==> src/rtl/mesh_out_pkg.sv <==
// ============================================================================
// Module      : mesh_out_pkg
// Description : Shared constants, row type and saturation helper for the
//               systolic-mesh output collector.
// Revision    : 1.0 - initial release
// ============================================================================
`default_nettype none

package mesh_out_pkg;

    localparam int DIM    = 4;
    localparam int ELEM_W = 20;

    typedef logic [DIM-1:0][ELEM_W-1:0] row_t;

    // Clip a signed ELEM_W value to signed sat_w range, sign-extended back.
    function automatic logic [ELEM_W-1:0] sat(input logic [ELEM_W-1:0] x,
                                              input int                sat_w);
        logic signed [ELEM_W-1:0] v;
        logic signed [ELEM_W-1:0] hi;
        logic signed [ELEM_W-1:0] lo;
        v  = signed'(x);
        hi = ELEM_W'((1 << (sat_w - 1)) - 1);
        lo = ~hi;
        if (v > hi) begin
            return hi;
        end else if (v < lo) begin
            return lo;
        end else begin
            return x;
        end
    endfunction

endpackage

`default_nettype wire

==> src/rtl/mesh_output_collector_row_fifo.sv <==
// ============================================================================
// Module      : row_fifo
// Description : Synchronous FIFO of flattened rows; a push while full is
//               accepted only when a pop happens in the same cycle.
// Revision    : 1.0 - initial release
// ============================================================================
`default_nettype none

module row_fifo #(
    parameter int DATA_W = 80,
    parameter int DEPTH  = 4
) (
    input  logic              clock,
    input  logic              reset,
    input  logic              push,
    input  logic              pop,
    input  logic [DATA_W-1:0] wdata,
    output logic [DATA_W-1:0] rdata,
    output logic              full,
    output logic              empty
);

    localparam int AW = $clog2(DEPTH);

    logic [AW:0]       r_wptr;
    logic [AW:0]       r_rptr;
    logic [DATA_W-1:0] r_mem [DEPTH];

    logic w_full;
    logic w_empty;
    logic w_push_ok;
    logic w_pop_ok;

    // Extra pointer MSB distinguishes full from empty when the indices match.
    assign w_full    = (r_wptr[AW] != r_rptr[AW]) &&
                       (r_wptr[AW-1:0] == r_rptr[AW-1:0]);
    assign w_empty   = (r_wptr == r_rptr);
    assign w_pop_ok  = pop && !w_empty;
    assign w_push_ok = push && (!w_full || w_pop_ok);

    always_ff @(posedge clock) begin
        if (reset) begin
            r_wptr <= '0;
            r_rptr <= '0;
        end else begin
            if (w_push_ok) begin
                r_wptr <= r_wptr + 1'b1;
            end
            if (w_pop_ok) begin
                r_rptr <= r_rptr + 1'b1;
            end
        end
    end

    always_ff @(posedge clock) begin
        if (w_push_ok) begin
            r_mem[r_wptr[AW-1:0]] <= wdata;
        end
    end

    assign rdata = r_mem[r_rptr[AW-1:0]];
    assign full  = w_full;
    assign empty = w_empty;

endmodule

`default_nettype wire

==> src/rtl/mesh_output_collector.sv <==
// ============================================================================
// Module      : mesh_output_collector
// Description : Deskews the 4 mesh output columns into aligned rows, optionally
//               saturates them, and buffers them with overflow accounting.
// Revision    : 1.0 - initial release
// ============================================================================
`default_nettype none

module mesh_output_collector
    import mesh_out_pkg::*;
#(
    parameter int W     = 20,
    parameter int DEPTH = 4,
    parameter int SAT_W = 8
) (
    input  logic         clock,
    input  logic         reset,
    input  logic         in_valid,
    input  logic [W-1:0] in_c_0,
    input  logic [W-1:0] in_c_1,
    input  logic [W-1:0] in_c_2,
    input  logic [W-1:0] in_c_3,
    input  logic         sat_en,
    output logic         out_valid,
    input  logic         out_ready,
    output logic [W-1:0] out_c_0,
    output logic [W-1:0] out_c_1,
    output logic [W-1:0] out_c_2,
    output logic [W-1:0] out_c_3,
    output logic [1:0]   out_row,
    output logic         out_last,
    output logic         overflow,
    output logic [7:0]   drop_count,
    input  logic         clear_overflow
);

    localparam int        c_ROW_W    = DIM * W;
    localparam logic [7:0] c_DROP_MAX = 8'hFF;

    // Column j is delayed 3-j cycles so all columns meet at the same cycle.
    logic [W-1:0] r_c0_d [3];
    logic [W-1:0] r_c1_d [2];
    logic [W-1:0] r_c2_d;
    logic [2:0]   r_v_d;

    logic [W-1:0]   w_aligned [DIM];
    logic [W-1:0]   w_wr_elem [DIM];
    logic [c_ROW_W-1:0] w_wr_row;
    logic [c_ROW_W-1:0] w_rd_row;

    logic       w_full;
    logic       w_empty;
    logic       w_pop;
    logic       w_row_in;
    logic       w_drop;
    logic [1:0] r_out_row;
    logic       r_overflow;
    logic [7:0] r_drop_count;

    always_ff @(posedge clock) begin
        r_c0_d[0] <= in_c_0;
        r_c0_d[1] <= r_c0_d[0];
        r_c0_d[2] <= r_c0_d[1];
        r_c1_d[0] <= in_c_1;
        r_c1_d[1] <= r_c1_d[0];
        r_c2_d    <= in_c_2;
    end

    always_ff @(posedge clock) begin
        if (reset) begin
            r_v_d <= '0;
        end else begin
            r_v_d <= {r_v_d[1:0], in_valid};
        end
    end

    assign w_aligned[0] = r_c0_d[2];
    assign w_aligned[1] = r_c1_d[1];
    assign w_aligned[2] = r_c2_d;
    assign w_aligned[3] = in_c_3;

    for (genvar j = 0; j < DIM; j++) begin : g_sat
        assign w_wr_elem[j] = sat_en ? W'(sat(ELEM_W'(w_aligned[j]), SAT_W))
                                     : w_aligned[j];
        assign w_wr_row[j*W +: W] = w_wr_elem[j];
    end

    assign w_row_in = r_v_d[2];
    assign w_pop    = !w_empty && out_ready;
    // The mesh cannot stall: a row arriving at a full FIFO with no pop is lost.
    assign w_drop   = w_row_in && w_full && !w_pop;

    row_fifo #(
        .DATA_W (c_ROW_W),
        .DEPTH  (DEPTH)
    ) u_row_fifo (
        .clock (clock),
        .reset (reset),
        .push  (w_row_in),
        .pop   (w_pop),
        .wdata (w_wr_row),
        .rdata (w_rd_row),
        .full  (w_full),
        .empty (w_empty)
    );

    always_ff @(posedge clock) begin
        if (reset) begin
            r_out_row <= '0;
        end else if (w_pop) begin
            r_out_row <= r_out_row + 2'd1;
        end
    end

    // A drop in the same cycle as a clear wins, leaving a count of one.
    always_ff @(posedge clock) begin
        if (reset) begin
            r_overflow   <= 1'b0;
            r_drop_count <= '0;
        end else if (w_drop) begin
            r_overflow <= 1'b1;
            if (clear_overflow) begin
                r_drop_count <= 8'd1;
            end else if (r_drop_count != c_DROP_MAX) begin
                r_drop_count <= r_drop_count + 8'd1;
            end
        end else if (clear_overflow) begin
            r_overflow   <= 1'b0;
            r_drop_count <= '0;
        end
    end

    assign out_valid  = !w_empty;
    assign out_c_0    = w_rd_row[0*W +: W];
    assign out_c_1    = w_rd_row[1*W +: W];
    assign out_c_2    = w_rd_row[2*W +: W];
    assign out_c_3    = w_rd_row[3*W +: W];
    assign out_row    = r_out_row;
    assign out_last   = (r_out_row == 2'd3);
    assign overflow   = r_overflow;
    assign drop_count = r_drop_count;

endmodule

`default_nettype wire

==> config.mk <==
export PLATFORM = sky130hd
export DESIGN_NAME = mesh_output_collector
export DESIGN_NICKNAME = d
export VERILOG_FILES = /design/src/rtl/mesh_out_pkg.sv /design/src/rtl/mesh_output_collector_row_fifo.sv /design/src/rtl/mesh_output_collector.sv
export SDC_FILE = /design/constraint.sdc
export NUM_CORES = 1
export LEC_CHECK = 0
export ABC_AREA = 1
export CAP_MARGIN = 20
export CORE_MARGIN = 5
export CORE_UTILIZATION = 50
export CTS_CLUSTER_SIZE = 8
export DETAILED_ROUTE_END_ITERATION = 10
export PLACE_DENSITY = 0.72
export SYNTH_ARGS = -nofsm -noshare
export SYNTH_HDL_FRONTEND = slang
export SYNTH_SLANG_ARGS = --single-unit
==> constraint.sdc <==
create_clock -name clock -period 6.1 [get_ports clock]
set_input_delay 1.22 -clock clock [delete_from_list [all_inputs] [get_ports clock]]
set_output_delay 1.22 -clock clock [all_outputs]
set_load 0.005 [all_outputs]
* Word level (Yosys, flattened, before mapping) *
Memories as Yosys holds them, arrays and structs flattened. A register that Yosys moved wholly into a read port is not among the register bits.
Cells that the tools add are included.

cells by class
  eq/ne operators = 5
  reductions and logical operators = 13
  $add $sub $neg = 4
  muxes and demuxes = 22
  magnitude comparators = 8

operators by type and width
  kind                                                             number
  2-to-1 mux 20 bit                                                12
  greater-than comparator 20 x 8 -> 1 bit (second input constant)  4
  less-than comparator 20 x 8 -> 1 bit (second input constant)     4
  2-to-1 mux 8 bit                                                 4
  adder 8 x 1 -> 8 bit (second input constant)                     1
  inequality test 8 bit (second input constant)                    1
  adder 3 x 1 -> 3 bit (second input constant)                     2
  logical AND 1 bit                                                6
  2-to-1 mux 1 bit                                                 4
  2-to-1 mux 2 bit                                                 2
  nonzero test 2 bit                                               2
  equality test 3 bit                                              1
  logical NOT 1 bit                                                3
  adder 2 x 1 -> 2 bit (second input constant)                     1
  equality test 2 bit                                              1
  equality test 2 bit (second input constant)                      1
  AND reduction 2 bit                                              1
  logical OR 1 bit                                                 1
  inequality test 1 bit                                            1

storage, ports and cells
  memories kept = 3
  bits in registers = 40
  bits in writable memories = 420
  output and inout port bits = 93
  bits of input ports = 86
  logic and storage cells = 62

memory list
  memory            words  bits a word  read ports  clocked after memory_dff  wr ports  RTL line                              text
  u_row_fifo.r_mem  4      80           1           1                         1         mesh_output_collector_row_fifo.sv:27  logic [DATA_W-1:0] r_mem [DEPTH];
  r_c0_d            3      20           3           0                         3         mesh_output_collector.sv:41           logic [W-1:0] r_c0_d [3];
  r_c1_d            2      20           2           0                         2         mesh_output_collector.sv:42           logic [W-1:0] r_c1_d [2];

* Depth between registers and ports, before layout *
Gate-level depths: netlist of the first run.

  depth after elaboration = 8
  gate-level depth with buffers = 10
  mapped depth without buffers = 10

* By module *
From an unflattened synthesis of the first run, not the netlist that was laid out.

unflattened totals
  cell total of the unflattened synthesis = 1,396
  area, all modules = 16,913.7 um^2

modules (own cells, without submodules)
  module                 cells each  times used  seq. area each (um^2)  area an instance (um^2)
  row_fifo               840         1           9,769.4                12,276.8
  mesh_output_collector  556         1           2,682.6                4,636.9

* Worst setup path after synthesis of the first run *
OpenSTA, ideal clock, no wires.

  path kind = input-to-reg
  from = input port out_ready
  to = memory u_row_fifo.r_mem[0][0], enable pin
  path buffers = 0
  stages = 6
  required time = 5.581 ns
  setup time = 0.519 ns
  slack = 0.676 ns
  arrival time = 4.905 ns
  cell sequence = inv_1 > nand3_4 > inv_2 > nand2_4 > nand2_4 > nor2_1

on the way
  longest elaborated chain between the ends = 6

RTL lines
  item                                    RTL line                              text
  start, declared                         mesh_output_collector.sv:25           input logic out_ready,
  logical AND 1 bit                       mesh_output_collector.sv:89           assign w_pop = !w_empty && out_ready;
  logical AND 1 bit                       mesh_output_collector_row_fifo.sv:38  assign w_pop_ok = pop && !w_empty;
  logical OR 1 bit                        mesh_output_collector_row_fifo.sv:39  assign w_push_ok = push && (!w_full || w_pop_ok);
  logical AND 1 bit                       mesh_output_collector_row_fifo.sv:39
  2-to-1 mux 1 bit                        mesh_output_collector_row_fifo.sv:56  if (w_push_ok) begin
  2-to-1 mux 1 bit (implied by the code)  mesh_output_collector_row_fifo.sv:57  r_mem[r_wptr[AW-1:0]] <= wdata;
  end, declared                           mesh_output_collector_row_fifo.sv:27

Every way passes these cells.

==> impl_metrics.csv, run 1 <==
group,metric,value,unit
critical_path,critical_path.n_buffers_inverters,3,
power,total_power,7680,µW
global_routing,grt_util_all_layers,19.1,%
floorplan,i_o_pin_total,179,
routing,route.detailed.wl_per_inst,17.7,µm
placed_design,last_weighted_congestion_value_of_the_routability_driven_placer,0.782,
routing,detail_route.iter0.violations,870,
yosys,synth.ff_latch_count,462,
worst_hold_path,hold_depth,0,
timing,final_period_minus_worst_setup_slack,4.38,ns
global_routing,grt_pass1_wl,55600,µm
routing,routed_wirelength,35600,µm
critical_path,rr_worst_depth,7,
routing,firstDrtPassIters,5,
power,worst_ir_drop_vdd,0.000204,V
clocking,clock_insertion_delay_worst_skew,0.55,ns
timing,fmax,0.229,GHz
timing,unrepaired_setup_endpoints_after_global_routing,"false",
clocking,cts.clk_slew.worst_paths,0.05,ns
critical_path,crit_slowest_cell,"sky130_fd_sc_hd__dfxtp_4",
clocking,cts_post_setup_buffers_inserted,0,
floorplan,dieWidth,192,µm
clocking,clock-root-buffer,"sky130_fd_sc_hd__clkbuf_16",
yosys,syn-mean-instance-area,12.5,µm²
timing,setup_total_negative_slack,0,ns
final_layout,diodes_inserted,0,
run,maxCapViolations,0,
critical_path,timing.setup.critical_path_class,"reg -> out",
floorplan,initial_util,50.9,%
clocking,cts_inserted_buffers,67,
yosys,yosys.area.top_type_share,57.8,%
floorplan,die-height,192,µm
timing,tightest_slew,1.09,ns
yosys,syn_nets,1429,
critical_path,crit_path_max_incr_delay,0.67,ns
routing,route.vias.total,10630,
floorplan,core_area,32700,µm²
global_routing,antenna_found_initial,0,
clocking,clock-sinks,462,
routing,route.detailed.drc,0,
clocking,cts.hold.buffers_added,0,
clocking,cts-htree-levels,3,
timing,final-setup-viol-count,0,
critical_path,worstSetupStartpointType,"flip-flop",
timing,clock-skew-final,0.0224,ns
final_layout,layout-drive-gt1-share,7.60,%
routing,antenna_violating_nets_post_route,0,
final_layout,total_number_of_nets_in_the_final_design,1624,
placed_design,dp.final_hpwl,20700,µm
clocking,cts_resized,0,
critical_path,crit_cells,5,
final_layout,syn_to_final_growth,24.8,%
clocking,tritoncts,"done",
yosys,ys_top_cells_by_area,"sky130_fd_sc_hd__edfxtp_1, sky130_fd_sc_hd__dfxtp_1, sky130_fd_sc_hd__o21ai_0",
timing,hold_violations,0,
floorplan,design.die.area,37000,µm²
yosys,syn-instance-count,1332,
yosys,netlist.top_cell.by_area,"sky130_fd_sc_hd__edfxtp_1",
critical_path,crit_path_max_fanout,69,
yosys,synth.yosys.seq_area_share,74.9,%
final_layout,non_filler_instance_count_after_layout,2008,
yosys,synthesis.area,16600,µm²
global_routing,first_global_vias,10584,
placed_design,buffer_ports.inserted,178,
placed_design,dpl_cell_area,18800,µm²
timing,drv_slew,0,
yosys,ys.warnings.count,0,
critical_path,arrival,3.16,ns
timing,final_min_period_over_clock_period,71.7,%
yosys,synth_cell_types,35,
critical_path,crit_path_end_kind,"primary output",
worst_hold_path,type_of_the_most_critical_hold_path,"reg -> reg",
critical_path,path_cells,"buf_4 -> buf_16 -> o21ai_0 -> o22ai_1 -> clkdlybuf4s50_1",
run_status,outcome,"complete, no violations",
floorplan,rows,66,
clocking,max-clock-path-buffers,3,
power,power.leakage,0.00754,µW
power,power.density_cell_area,370,nW/µm²
routing,avgViaCountPerCell,5.29,
global_routing,grt_max_degree,114,
global_routing,gr-total-overflow,0,
placed_design,post-place-cells,1898,
timing,max_transition_margin,27.3,%
final_layout,post-route-cell-area,20800,µm²
critical_path,worst-endpoint-required,4.88,ns
critical_path,cp_top_family,"buffers and inverters",
-- state kept, by name (all words and copies together), names as in the netlist, named ones only --
name               count
drop_count             8
out_row                2
overflow               1
r_c0_d                60
r_c1_d                40
r_c2_d                20
r_v_d                  3
u_row_fifo.r_mem     320
u_row_fifo.r_rptr      3
u_row_fifo.r_wptr      3
-- logic make-up (layout without fill, tap and decap cells) --
group | count (synthesis) | in the layout | synth area share, %
flops | 462 | 462 | 74.9
fa+ha+maj | 11 | 11 | 0.827
simple gates | 381 | 381 | 9.73
xor+xnor | 1 | 1 | 0.0527
compound gates | 319 | 319 | 10.3
buf+inv | 158 | 392 | 4.24
-- final cells by class --
class	instances	area, µm²
Timing Repair Buffer	190	1960
Sequential cell	462	12500
Clock buffer	104	1870
Multi-Input combinational cell	712	3500
Fill cell	2475	11900
Tap cell	442	553
Clock inverter	4	65.1
Inverter	94	355
-- per-layer routing --
metal	routed length, µm	track usage [%]
met3	2550	4.05
met4	721	5.87
met2	17300	32.0
met1	15000	25.2
met5	0	0
-- Yosys cell counts --
cell type,instances
sky130_fd_sc_hd__a21oi_1,16
sky130_fd_sc_hd__a21oi_2,2
sky130_fd_sc_hd__buf_2,2
sky130_fd_sc_hd__buf_4,8
sky130_fd_sc_hd__buf_6,10
sky130_fd_sc_hd__clkbuf_1,43
sky130_fd_sc_hd__clkbuf_2,1
sky130_fd_sc_hd__dfxtp_1,142
sky130_fd_sc_hd__edfxtp_1,320
sky130_fd_sc_hd__ha_1,11
sky130_fd_sc_hd__inv_1,88
sky130_fd_sc_hd__inv_2,5
sky130_fd_sc_hd__inv_4,1
sky130_fd_sc_hd__nand2_1,119
sky130_fd_sc_hd__nand2_2,3
sky130_fd_sc_hd__nand2_4,3
sky130_fd_sc_hd__nand3_1,22
sky130_fd_sc_hd__nand3_2,4
sky130_fd_sc_hd__nand3_4,2
sky130_fd_sc_hd__nand3b_1,2
sky130_fd_sc_hd__nand4_1,9
sky130_fd_sc_hd__nor2_1,202
sky130_fd_sc_hd__nor2_2,3
sky130_fd_sc_hd__nor2_4,2
sky130_fd_sc_hd__nor3_1,2
sky130_fd_sc_hd__nor3b_1,1
sky130_fd_sc_hd__nor4_1,4
sky130_fd_sc_hd__o2111ai_1,1
sky130_fd_sc_hd__o21ai_0,218
sky130_fd_sc_hd__o21ai_1,1
sky130_fd_sc_hd__o21ai_2,1
sky130_fd_sc_hd__o22ai_1,80
sky130_fd_sc_hd__or2_2,1
sky130_fd_sc_hd__or4_1,2
sky130_fd_sc_hd__xor2_1,1
-- power by group --
part	switching, µW	total [µW]	internal, µW	leakage (µW)
Clock	1220	3310	2080	0.000925
Combinational	479	887	408	0.00254
Sequential	42.8	3490	3440	0.00408
-- cells in the final DEF, fill, tap and decap left out, types with 11 or more instances in the layout --
cell	n
sky130_fd_sc_hd__ha_1	11
sky130_fd_sc_hd__inv_1	87
sky130_fd_sc_hd__nand3_1	22
sky130_fd_sc_hd__nand2_1	119
sky130_fd_sc_hd__o22ai_1	80
sky130_fd_sc_hd__clkbuf_16	69
sky130_fd_sc_hd__edfxtp_1	320
sky130_fd_sc_hd__nor2_1	199
sky130_fd_sc_hd__o21ai_0	218
sky130_fd_sc_hd__clkbuf_1	34
sky130_fd_sc_hd__dfxtp_1	140
sky130_fd_sc_hd__a21oi_1	16
sky130_fd_sc_hd__clkdlybuf4s50_1	178
-- final timing paths --
kind                                   to           from  slack, ns
setup reg to reg  u_row_fifo.r_mem[3][51]      r_c2_d[9]       3.48
hold / removal              r_c0_d[0][58]  r_c0_d[0][38]       0.31
setup / recovery               out_c_3[3]      flip-flop       1.72
hold reg to reg             r_c0_d[0][58]  r_c0_d[0][38]       0.31
-- per-stage QoR --
stage	hold WS [ns]	utilization (%)	worst slack, ns
finish	0.311	63.5	1.72
global route	0.317	63.5	1.52
CTS	0.303	63.3	1.37
detailed placement	0.312	57.4	1.95
global placement	0.310	57.4	1.98
floorplan	0.310	-	0.676
No activity file was read; power rests on OpenSTA's default activity.
==> inputs of run 2 (changes only) <==
PLACE_DENSITY = 0.75   (was 0.72)
clock period = 4 ns   (was 6.1 ns; I/O delays follow)
==> run 2 against run 1 <==
  * Total power increased by 53%
  * Cell area is 0.21% higher
  * Cell count up 0.60%
  * Critical path depth is the same
  * Die area stayed put
  * Utilization increased by 0.13 points
  * First-iteration DRC count decreased by 6.8%
  * Routed wire length up 2.1%
  * Clock skew fell by 0.0027 ns
  * Clock power up 53%
  * Flip-flop and latch count is the same
  * Largest cell class unchanged
==> impl_metrics.csv, run 2 (synthesis gave the netlist of run 1 again) <==
group,metric,value,unit
placed_design,post-place-cells,1902,
clocking,cts.clk_slew.worst_paths,0.05,ns
run,maxCapViolations,0,
floorplan,rows,66,
final_layout,most-common-layout-cells,"sky130_fd_sc_hd__edfxtp_1, sky130_fd_sc_hd__o21ai_0, sky130_fd_sc_hd__nor2_1",
timing,fmax,0.268,GHz
clocking,clock-root-buffer,"sky130_fd_sc_hd__clkbuf_16",
critical_path,rr_worst_depth,7,
timing,clock-skew-final,0.0197,ns
worst_hold_path,worstHoldStart,"r_c1_d[0][14]",
clocking,cts-htree-levels,3,
final_layout,ff_latch_area,12500,µm²
clocking,cts_post_setup_buffers_inserted,0,
critical_path,crit_path_max_fanout,54,
timing,max_transition_margin,53.9,%
power,switching_share,22.8,%
final_layout,fillCellCount,2476,
power,power.share.clock,43.2,%
global_routing,grt_util_all_layers,19.6,%
floorplan,initial_util,50.9,%
final_layout,multi_input_area,3500,µm²
routing,antenna_violating_nets_post_route,0,
timing,final_period_minus_worst_setup_slack,3.72,ns
critical_path,timing.setup.critical_path_class,"reg -> out",
final_layout,non_filler_instance_count_after_layout,2020,
floorplan,core_area,32700,µm²
timing,unrepaired_setup_endpoints_after_global_routing,"false",
global_routing,first_global_vias,10810,
critical_path,worst_r2r_startpoint,"r_c2_d[9]",
placed_design,last_weighted_congestion_value_of_the_routability_driven_placer,0.824,
final_layout,total_number_of_nets_in_the_final_design,1626,
floorplan,die-height,192,µm
global_routing,gr-total-overflow,0,
power,portion_of_total_power_attributed_to_sequential_cells,45.2,%
worst_hold_path,hold_depth,0,
routing,avgViaCountPerCell,5.32,
final_layout,syn_to_final_growth,25.1,%
clocking,cts.hold.buffers_added,0,
critical_path,worstSetupStartpointType,"flip-flop",
floorplan,design.die.area,37000,µm²
clocking,clock-sinks,462,
placed_design,buffer_ports.inserted,178,
timing,setup_slack,0.275,ns
final_layout,number_of_flip_flops_under_the_largest_register_name,320,
timing,tightest_slew,0.692,ns
worst_hold_path,type_of_the_most_critical_hold_path,"reg -> reg",
timing,hold_violations,0,
floorplan,dieWidth,192,µm
placed_design,dp.final_hpwl,21100,µm
power,worst_ir_drop_vdd,0.000352,V
critical_path,crit_path_max_incr_delay,0.57,ns
routing,firstDrtPassIters,5,
power,internal_power,9070,µW
final_layout,layout_commonest_cell,"sky130_fd_sc_hd__edfxtp_1",
critical_path,r2r_setup_slack,1.36,ns
clocking,cts_inserted_buffers,67,
power,power.density_cell_area,565,nW/µm²
run_status,outcome,"complete, no violations",
power,power.leakage,0.00756,µW
routing,route.vias.total,10737,
routing,route.detailed.wl_per_inst,18.0,µm
critical_path,crit_path_end_kind,"primary output",
clocking,tritoncts,"done",
timing,final_min_period_over_clock_period,93.1,%
critical_path,worst-endpoint-required,3.20,ns
routing,route.detailed.drc,0,
clocking,cts_resized,0,
global_routing,grt_pass1_wl,56800,µm
critical_path,crit_slowest_cell,"sky130_fd_sc_hd__clkdlybuf4s50_1",
power,power_switching,2680,µW
placed_design,dp_slack,0.818,ns
final_layout,diodes_inserted,0,
final_layout,post-route-cell-area,20800,µm²
critical_path,worstReg2RegEnd,"u_row_fifo.r_mem[1][49]",
worst_hold_path,holdPathEnd,"r_c1_d[0][34]",
routing,detail_route.iter0.violations,811,
timing,finalHoldWorstSlack,0.315,ns
power,power_frac_comb,11.6,%
critical_path,path_cells,"inv_4 -> buf_4 -> o21ai_0 -> o22ai_1 -> clkdlybuf4s50_1",
floorplan,i_o_pin_total,179,
final_layout,layout-drive-gt1-share,7.67,%
clocking,max-clock-path-buffers,3,
placed_design,dpl_cell_area,18900,µm²
clocking,clock_insertion_delay_worst_skew,0.55,ns
timing,final-setup-viol-count,0,
global_routing,antenna_found_initial,0,
global_routing,grt_max_degree,82,
timing,drv_slew,0,
routing,routed_wirelength,36300,µm
critical_path,arrival,2.92,ns
-- run 2: worst max-delay path by stage --
stage               startpoint                endpoint  slack [ns]  depth (start not counted)
finish               flip-flop             out_c_2[11]        0.28                          5
global route         flip-flop             out_c_2[10]        0.03                          4
CTS                  flip-flop             out_c_0[14]        0.23                          5
detailed placement   flip-flop             out_c_2[11]        0.82                          4
global placement     flip-flop              out_c_2[9]        0.84                          4
floorplan            out_ready  u_row_fifo.r_mem[0][0]       -1.00                          6
-- run 2: metrics by stage --
step	TNS [ns]	total power [µW]	util (%)
4_1_cts	0	11900	63.6
6_report	0	11800	63.6
3_3_place_gp	0	6750	57.7
2_1_floorplan	-240.97	6030	-
3_5_place_dp	0	6780	57.7
5_1_grt	0	12300	63.6
-- run 2: power groups by stage --
stage	Clock (µW)	Combinational (µW)	Sequential, µW
finish	5070	1370	5320
global route	5450	1500	5320
CTS	5200	1390	5320
detailed placement	0	1370	5400
global placement	0	1350	5400
floorplan	0	665	5370
-- run 2: area by class of cell --
type                       count  share of cell area, %
tap                          442                   2.66
timing repair buffer         192                   9.55
clock inverter                 6                  0.301
multi-input combinational    712                   16.8
inverter                      94                   1.71
sequential                   462                   59.9
clock buffer                 112                   9.07
-- run 2: metal layers --
layer | vias to the layer above | routed length [µm] | global-route usage [%]
met4 | 0 | 661 | 5.65
met1 | 5174 | 15300 | 26.1
met3 | 58 | 2630 | 4.45
li1 | 5114 | - | -
met2 | 391 | 17700 | 32.7
met5 | - | 0 | 0
-- run 2: worst max-delay path, delay by kind of cell (launching register included) --
| family | cells | cell delay, ns |
|---|---|---|
| AOI/OAI and AO/OA | 2 | 0.39 |
| DFF | 1 | 0.49 |
| buffers and inverters | 3 | 1.47 |
==> inputs of run 3 (changes only) <==
CTS_CLUSTER_DIAMETER = 50   (was not set)
==> run 3 against run 2 <==
  * Fmax decreased by 0.29%
  * First-iteration DRC count is 3.2% higher
  * Critical path depth did not move
  * Highest routed layer unchanged
  * Utilization up 0.32 points
  * Cell area increased by 0.50%
  * Routed wire length rose by 0.11%
==> impl_metrics.csv, run 3 (synthesis gave the netlist of run 1 again) <==
group,metric,value,unit
timing,drv_slew,0,
placed_design,dp.final_hpwl,21100,µm
routing,avgViaCountPerCell,5.31,
routing,antenna_violating_nets_post_route,0,
timing,unrepaired_setup_endpoints_after_global_routing,"false",
placed_design,buffer_ports.inserted,178,
floorplan,core_area,32700,µm²
timing,final_min_period_over_clock_period,93.4,%
critical_path,worst_r2r_startpoint,"r_c2_d[9]",
timing,hold_violations,0,
clocking,cts_post_setup_buffers_inserted,0,
floorplan,initial_util,50.9,%
global_routing,grt_max_degree,82,
critical_path,cp_top_family,"buffers and inverters",
power,power.leakage,0.00761,µW
critical_path,worst-endpoint-required,3.20,ns
run,maxCapViolations,0,
critical_path,path_cells,"inv_4 -> buf_4 -> o21ai_0 -> o22ai_1 -> clkdlybuf4s50_1",
critical_path,worstSetupStartpointType,"flip-flop",
critical_path,arrival,2.94,ns
floorplan,rows,66,
timing,fmax,0.268,GHz
timing,tightest_slew,0.706,ns
critical_path,r2r_setup_slack,1.40,ns
critical_path,crit_path_max_incr_delay,0.57,ns
timing,setup_total_negative_slack,0,ns
clocking,clock-sinks,462,
timing,clock-skew-final,0.0171,ns
global_routing,antenna_found_initial,0,
clocking,cts.hold.buffers_added,0,
floorplan,die-height,192,µm
global_routing,grt_pass1_wl,56600,µm
clocking,cts.clk_slew.worst_paths,0.05,ns
clocking,clock-root-buffer,"sky130_fd_sc_hd__clkbuf_16",
timing,final-setup-viol-count,0,
timing,max_transition_margin,52.9,%
clocking,cts-htree-levels,3,
final_layout,layout_commonest_cell,"sky130_fd_sc_hd__edfxtp_1",
clocking,max-clock-path-buffers,3,
critical_path,timing.setup.critical_path_class,"reg -> out",
final_layout,ff_latch_area,12500,µm²
clocking,cts_inserted_buffers,69,
critical_path,crit_path_max_fanout,54,
routing,route.detailed.wl_per_inst,18.0,µm
final_layout,most-common-layout-cells,"sky130_fd_sc_hd__edfxtp_1, sky130_fd_sc_hd__o21ai_0, sky130_fd_sc_hd__nor2_1",
critical_path,crit_slowest_cell,"sky130_fd_sc_hd__clkdlybuf4s50_1",
routing,route.detailed.drc,0,
final_layout,multi_input_area,3500,µm²
final_layout,number_of_flip_flops_under_the_largest_register_name,320,
placed_design,last_weighted_congestion_value_of_the_routability_driven_placer,0.824,
power,worst_ir_drop_vdd,0.000352,V
timing,final_period_minus_worst_setup_slack,3.74,ns
final_layout,layout-drive-gt1-share,8.06,%
final_layout,fillCellCount,2460,
clocking,cts_resized,0,
critical_path,critical_path.n_buffers_inverters,3,
floorplan,dieWidth,192,µm
clocking,tritoncts,"done",
routing,routed_wirelength,36300,µm
routing,route.vias.total,10724,
routing,detail_route.iter0.violations,837,
global_routing,first_global_vias,10868,
critical_path,crit_path_end_kind,"primary output",
global_routing,grt_util_all_layers,19.5,%
final_layout,utilization,63.9,%
final_layout,total_number_of_nets_in_the_final_design,1628,
worst_hold_path,type_of_the_most_critical_hold_path,"reg -> reg",
run_status,outcome,"complete, no violations",
final_layout,syn_to_final_growth,25.7,%
global_routing,gr-total-overflow,0,
floorplan,i_o_pin_total,179,
final_layout,diodes_inserted,0,
routing,firstDrtPassIters,5,
clocking,clock_insertion_delay_worst_skew,0.55,ns
worst_hold_path,worstHoldStart,"r_c1_d[0][9]",
power,power.density_cell_area,574,nW/µm²
floorplan,design.die.area,37000,µm²
[run 3: changes by cell type in the layout (fill, tap and decap cells not counted), sizes merged]
cell	change
clkinvlp	+2
clkinv	-2
bufinv	+2
clkbuf	-4
[run 3: layout make-up]
class	count	share of cell area (%)
inverter	94	1.70
clock inverter	8	0.562
sequential	462	59.6
multi-input combinational	712	16.8
clock buffer	108	9.26
timing repair buffer	192	9.50
tap	442	2.64
[run 3: power breakdown]
part | switching [µW] | internal (µW) | leakage, µW
Combinational | 740 | 626 | 0.00255
Clock | 1900 | 3430 | 0.000979
Sequential | 64.3 | 5250 | 0.00408
[run 3: layer usage]
metal | track usage [%] | share of wire (%) | up-vias
li1 | - | - | 5114
met1 | 25.7 | 42 | 5164
met2 | 32.8 | 49 | 403
met3 | 4.38 | 6.9 | 43
met4 | 5.54 | 1.5 | 0
met5 | 0 | 0 | -
[run 3: path summary, 6_finish.rpt]
path	to	depth (start not counted)
max	out_c_3[1]	5
min	r_c1_d[0][29]	0
max reg2reg	u_row_fifo.r_mem[0][49]	7
min reg2reg	r_c1_d[0][29]	0
[run 3: metrics by stage]
step	area (µm²)	hold slack, ns	cells	total power [µW]	setup slack [ns]
after global routing	20900	0.324	2018	12500	0.0363
after floorplan	16600	0.310	1332	6030	-1.00
after detailed placement	18900	0.312	1902	6780	0.818
after CTS	20900	0.316	2018	12100	0.224
after global placement	18900	0.311	1902	6750	0.842
final	20900	0.310	2018	12000	0.265
[run 3: worst register-to-register path, stage by stage (launching register included)]
cell,delay (ns)
sky130_fd_sc_hd__dfxtp_1,0.35
sky130_fd_sc_hd__nand3_1,0.10
sky130_fd_sc_hd__or4_1,0.52
sky130_fd_sc_hd__ha_1,0.29
sky130_fd_sc_hd__nand2_1,0.27
sky130_fd_sc_hd__inv_1,0.24
sky130_fd_sc_hd__o21ai_0,0.41
sky130_fd_sc_hd__inv_1,0.15
